===== src/rtl/wptr_full.sv =====
// Write-side pointer and full/level logic of an asynchronous FIFO.
// Optional sticky overflow detection is compiled in with WPTR_FULL_OVF_EN.
module wptr_full #(
  parameter int unsigned ADDRSIZE     = 4,
  parameter int unsigned AFULL_THRESH = 2**ADDRSIZE - 2
) (
  input  logic                wclk,
  input  logic                wrst,
  input  logic                winc,
  input  logic [ADDRSIZE:0]   wq2_rptr,
  input  logic                wovf_clr,
  output logic [ADDRSIZE:0]   wptr,
  output logic [ADDRSIZE-1:0] waddr,
  output logic                wen,
  output logic                wfull,
  output logic                walmost_full,
  output logic [ADDRSIZE:0]   wlevel,
  output logic                woverflow
);

  localparam int unsigned PW = ADDRSIZE + 1;

  logic [PW-1:0] wbin;
  logic [PW-1:0] wbin_next;
  logic [PW-1:0] wgray_next;
  logic [PW-1:0] rbin_s;
  logic [PW-1:0] level_next;
  logic [PW-1:0] full_cmp;
  logic          full_next;
  logic          afull_next;

  // Synchronized read pointer back to binary for the level subtraction.
  always_comb begin
    rbin_s = '0;
    for (int i = 0; i < int'(PW); i++) begin
      rbin_s[i] = ^(wq2_rptr >> i);
    end
  end

  // A write is accepted only while not full; the pointer advances by that.
  assign wen        = winc & ~wfull;
  assign waddr      = wbin[ADDRSIZE-1:0];
  assign wbin_next  = wbin + PW'(wen);
  assign wgray_next = (wbin_next >> 1) ^ wbin_next;
  assign level_next = wbin_next - rbin_s;

  // Full when the next write pointer has lapped the read pointer exactly once.
  assign full_cmp   = {~wq2_rptr[ADDRSIZE:ADDRSIZE-1], wq2_rptr[ADDRSIZE-2:0]};
  assign full_next  = (wgray_next == full_cmp);
  assign afull_next = (level_next >= PW'(AFULL_THRESH)) | full_next;

  always_ff @(posedge wclk) begin
    if (wrst) begin
      wbin         <= '0;
      wptr         <= '0;
      wfull        <= 1'b0;
      walmost_full <= 1'b0;
      wlevel       <= '0;
    end else begin
      wbin         <= wbin_next;
      wptr         <= wgray_next;
      wfull        <= full_next;
      walmost_full <= afull_next;
      wlevel       <= level_next;
    end
  end

`ifdef WPTR_FULL_OVF_EN
  // Sticky overflow: a rejected write wins over a simultaneous clear.
  always_ff @(posedge wclk) begin
    if (wrst) begin
      woverflow <= 1'b0;
    end else if (winc && wfull) begin
      woverflow <= 1'b1;
    end else if (wovf_clr) begin
      woverflow <= 1'b0;
    end
  end
`else
  logic unused_ovf_clr;
  assign unused_ovf_clr = wovf_clr;
  assign woverflow      = 1'b0;
`endif

endmodule

===== config.mk =====
export PLATFORM = sky130hd
export DESIGN_NAME = wptr_full
export DESIGN_NICKNAME = d
export VERILOG_FILES = /design/src/rtl/wptr_full.sv
export SDC_FILE = /design/constraint.sdc
export NUM_CORES = 1
export LEC_CHECK = 0
export CAP_MARGIN = 20
export CORE_MARGIN = 5
export CORE_UTILIZATION = 40
export CTS_BUF_LIST = sky130_fd_sc_hd__clkbuf_8
export CTS_CLUSTER_SIZE = 8
export DETAILED_ROUTE_END_ITERATION = 7
export MAX_ROUTING_LAYER = met4
export PLACE_DENSITY_LB_ADDON = 0.12
export SYNTH_ARGS = -nofsm -noshare
export SYNTH_HDL_FRONTEND = slang
export SYNTH_SLANG_ARGS = --single-unit

===== constraint.sdc =====
create_clock -name wclk -period 5.4 [get_ports wclk]
set_input_delay 1.62 -clock wclk [delete_from_list [all_inputs] [get_ports wclk]]
set_output_delay 1.62 -clock wclk [all_outputs]
set_load 0.03 [all_outputs]

==> impl_results.md <==
* Synthesized netlist net count at just over 100
* Final Skew at 0.00649 ns
* Final-report setup violation count at 0
* Core Rows at 16
* Worst Setup End Kind: primary output
* Syn Area/Cell at ~10 um^2
* Largest net degree at the start of global routing at 17
* CORE AREA at between 0.002 and 0.0025 mm^2
* Actual slew at the worst max-slew pin at 0.566 ns
* Horizontal die dimension at 56.4 um
* Highest clock rate at about 220 MHz
* Internal power at ~0.26 mW
* Start point of the critical path: winc
* Number of unique standard cell types used by synthesis at 26
* Clock Power Share at between 20% and 30%
* Multi-input gate area in the final layout at between 500 and 600 um^2
* Setup TNS Final at 0 ns
* GRT Util Overall at between 10% and 20%
* I/O pin cnt at 27
* Mapped Cells at 86
* Largest fanout of any net on the critical path at 2
* Number of port buffers at 24
* Part of the total power dissipated in combinational logic at 36.2%
* First-pass detailed-route iteration total at 4
* Kind of path behind the tightest hold check: flop to flop
* Number of antenna cells inserted at 0
* Worst-case headroom to the max-slew limit at 62.1%
* Number of global-route vias before repair at 630
* Cell count of the worst hold path at 2
* Sequential standard cell area at ~320 um^2
* Clock root buffer: sky130_fd_sc_hd__clkbuf_8
* Count of unresolved DRC violations after routing at 0
* Clock edge transition at the registers on the reported setup and hold paths at around 0.060 ns
* Final Hold Violating Endpoints at 0
* Worst r2r dst: walmost_full
* Depth of the worst register-to-register path at 10
* Startpoint type of the worst setup path: primary input
* Sw Ratio at between 30% and 40%
* FF+latch count, synth at 16
* Outcome: finished, final reports clean
* Critical path class: primary input to primary output
* Final Routed Wirelength at about 1600 um
* RePlAce Congestion at between 0.7 and 0.8
* Worst-case register-to-register setup slack at approximately 2.7 ns
* Worst hold margin at 0.627 ns
* # hold bufs at CTS at 0
* Share of synthesized registers carrying an async set or reset at 0%
* Switching power total at 0.121 mW
* DP Worst Slack at about 0.67 ns
* Max Transition Viols Final at 0
* Clock tree buffer depth at 2
* Fraction of final layout cells sized beyond drive strength 1 at 6.25%
* Clk sink count at 16
* Via-per-instance ratio at approximately 4.6
* Number of CTS-inserted buffers at 3
* Post-route setup slack at 0.849 ns
* Clock period minus worst slack at roughly 4.6 ns
* First-pass GRT wire length at ~2800 um
* H-Tree Depth at 1
* Routed Antenna Nets at 0
* Number of enable-type register cells in the synthesized netlist at 0
* Clock latency at the later pin of the worst-skew pair at ~0.25 ns
* TritonCTS clock tree: built
* Netlist area before placement at 861 um^2
* FILL cells at 181
* Syn-to-layout area delta at 36.9%
* Part of the cycle the worst path needs at approximately 84%
* Ys Warns at 0
* Min-delay src: wbin[4]
* Beginning of the worst register-to-register path: wfull
* Die Outline Area at between 0.003 and 0.004 mm^2
* Initial Util at 43.0%
* Post-CTS resize count at 0
* Post-CTS setup buffer count at 0
* Via count of the routed design at 635
* Power per cell area at ~320 mW/mm^2
* Half-perimeter wire length of the detailed placement result at between 1000 and 1500 um
* Setup repair after global routing missed its margin: false
* Critical path required time at between 3 and 4 ns
* Count of nets after finishing at 128
* First-iteration detailed-routing DRC count at 6
* Sink of the worst hold path: wbin[4]
* Post-synth top flop: sky130_fd_sc_hd__dfxtp_1
* Chip Height at 56.4 um
* Max-cap violations at 0
* Static leakage at around 0.53 nW
* Wire length per cell at approximately 12 um
* Register area share after synthesis at a little under two fifths
* Arrival time reported for the critical path endpoint at between 2 and 3 ns
* Peak ir drop on the vdd network at approximately 0.16 mV
* Sequential power share at a little over a third
* Antenna violations before repair at 0
* Remaining global-route overflow at 0
[worst max path at each step]
stage / endpoint / cells after the start
floorplan: walmost_full / 10
global placement: walmost_full / 12
detailed placement: walmost_full / 12
CTS: wen / 3
global route: walmost_full / 12
finish: wen / 3
[worst max-delay path: stages]
cell	delay, ns
sky130_fd_sc_hd__clkdlybuf4s50_1	0.44
sky130_fd_sc_hd__nor2b_1	0.17
sky130_fd_sc_hd__clkdlybuf4s50_1	0.70
[sequential cells by signal, indices dropped and copies added, names as in the netlist]
| signal | cells |
|---|---|
| walmost_full | 1 |
| wfull | 1 |
| wptr | 4 |
| wbin | 5 |
| wlevel | 5 |
[synthesized netlist by cell type (2+ instances only)]
| cell | instances | area (um^2) |
|---|---|---|
| sky130_fd_sc_hd__nand3_1 | 2 | 10.0 |
| sky130_fd_sc_hd__a21oi_1 | 2 | 10.0 |
| sky130_fd_sc_hd__ha_1 | 5 | 62.6 |
| sky130_fd_sc_hd__nor2_1 | 15 | 56.3 |
| sky130_fd_sc_hd__xnor2_1 | 6 | 52.6 |
| sky130_fd_sc_hd__xor2_1 | 9 | 78.8 |
| sky130_fd_sc_hd__xor2_2 | 2 | 32.5 |
| sky130_fd_sc_hd__xor3_1 | 2 | 47.6 |
| sky130_fd_sc_hd__nor2b_1 | 5 | 31.3 |
| sky130_fd_sc_hd__nand2_1 | 3 | 11.3 |
| sky130_fd_sc_hd__dfxtp_1 | 16 | 320 |
| sky130_fd_sc_hd__inv_1 | 5 | 18.8 |
[per-stage QoR]
stage	power (mW)	area [um^2]	std cells	util, %
2_1_floorplan	0.231	861	86	-
3_3_place_gp	0.277	1120	135	56.1
3_5_place_dp	0.279	1120	135	56.1
4_1_cts	0.385	1180	139	58.9
5_1_grt	0.404	1180	139	58.9
6_report	0.380	1180	139	58.9
[cells in the final DEF, fill, tap and decap left out, types with 3 or more instances in the layout]
cell type and n:
sky130_fd_sc_hd__clkdlybuf4s50_1 24, sky130_fd_sc_hd__dfxtp_1 16, sky130_fd_sc_hd__nor2_1 15, sky130_fd_sc_hd__xor2_1 9, sky130_fd_sc_hd__xnor2_1 6, sky130_fd_sc_hd__inv_1 5, sky130_fd_sc_hd__nor2b_1 5, sky130_fd_sc_hd__ha_1 5
sky130_fd_sc_hd__clkbuf_8 4, sky130_fd_sc_hd__nand2_1 3
[layer usage]
layer	track usage (%)	vias to the layer above	share of wire (%)
met5	-	-	0
met4	5.08	0	0.87
met3	3.44	2	5.7
met2	18.5	15	48
met1	12.8	293	45
li1	-	325	-
[power by group through the flow]
stage          Combinational (mW)  Sequential, mW  Clock [mW]
5_1_grt                     0.152           0.140       0.112
3_5_place_dp                0.138           0.141           0
3_3_place_gp                0.137           0.140           0
6_report                    0.137           0.138       0.104
2_1_floorplan              0.0595           0.172           0
4_1_cts                     0.139           0.138       0.107
[layout make-up]
class                           instances  area share [%]
Inverter                                5            1.59
Multi-Input combinational cell         63            43.3
Tap cell                               27            2.87
Clock buffer                            4            4.67
Timing Repair Buffer                   24            20.4
Sequential cell                        16            27.2
[cells by family after synthesis]
logic type,after synthesis,synth area share (%)
adders and majority gates,7,10.8
muxes,1,1.16
DFF,16,37.2
and+or+nand+nor,28,14.8
buffers and inverters,7,3.49
AOI/OAI and AO/OA,6,4.94
xor gates and xnor gates,20,27.2
other,1,0.436
Note: power is estimated with default switching activity, not from simulation.
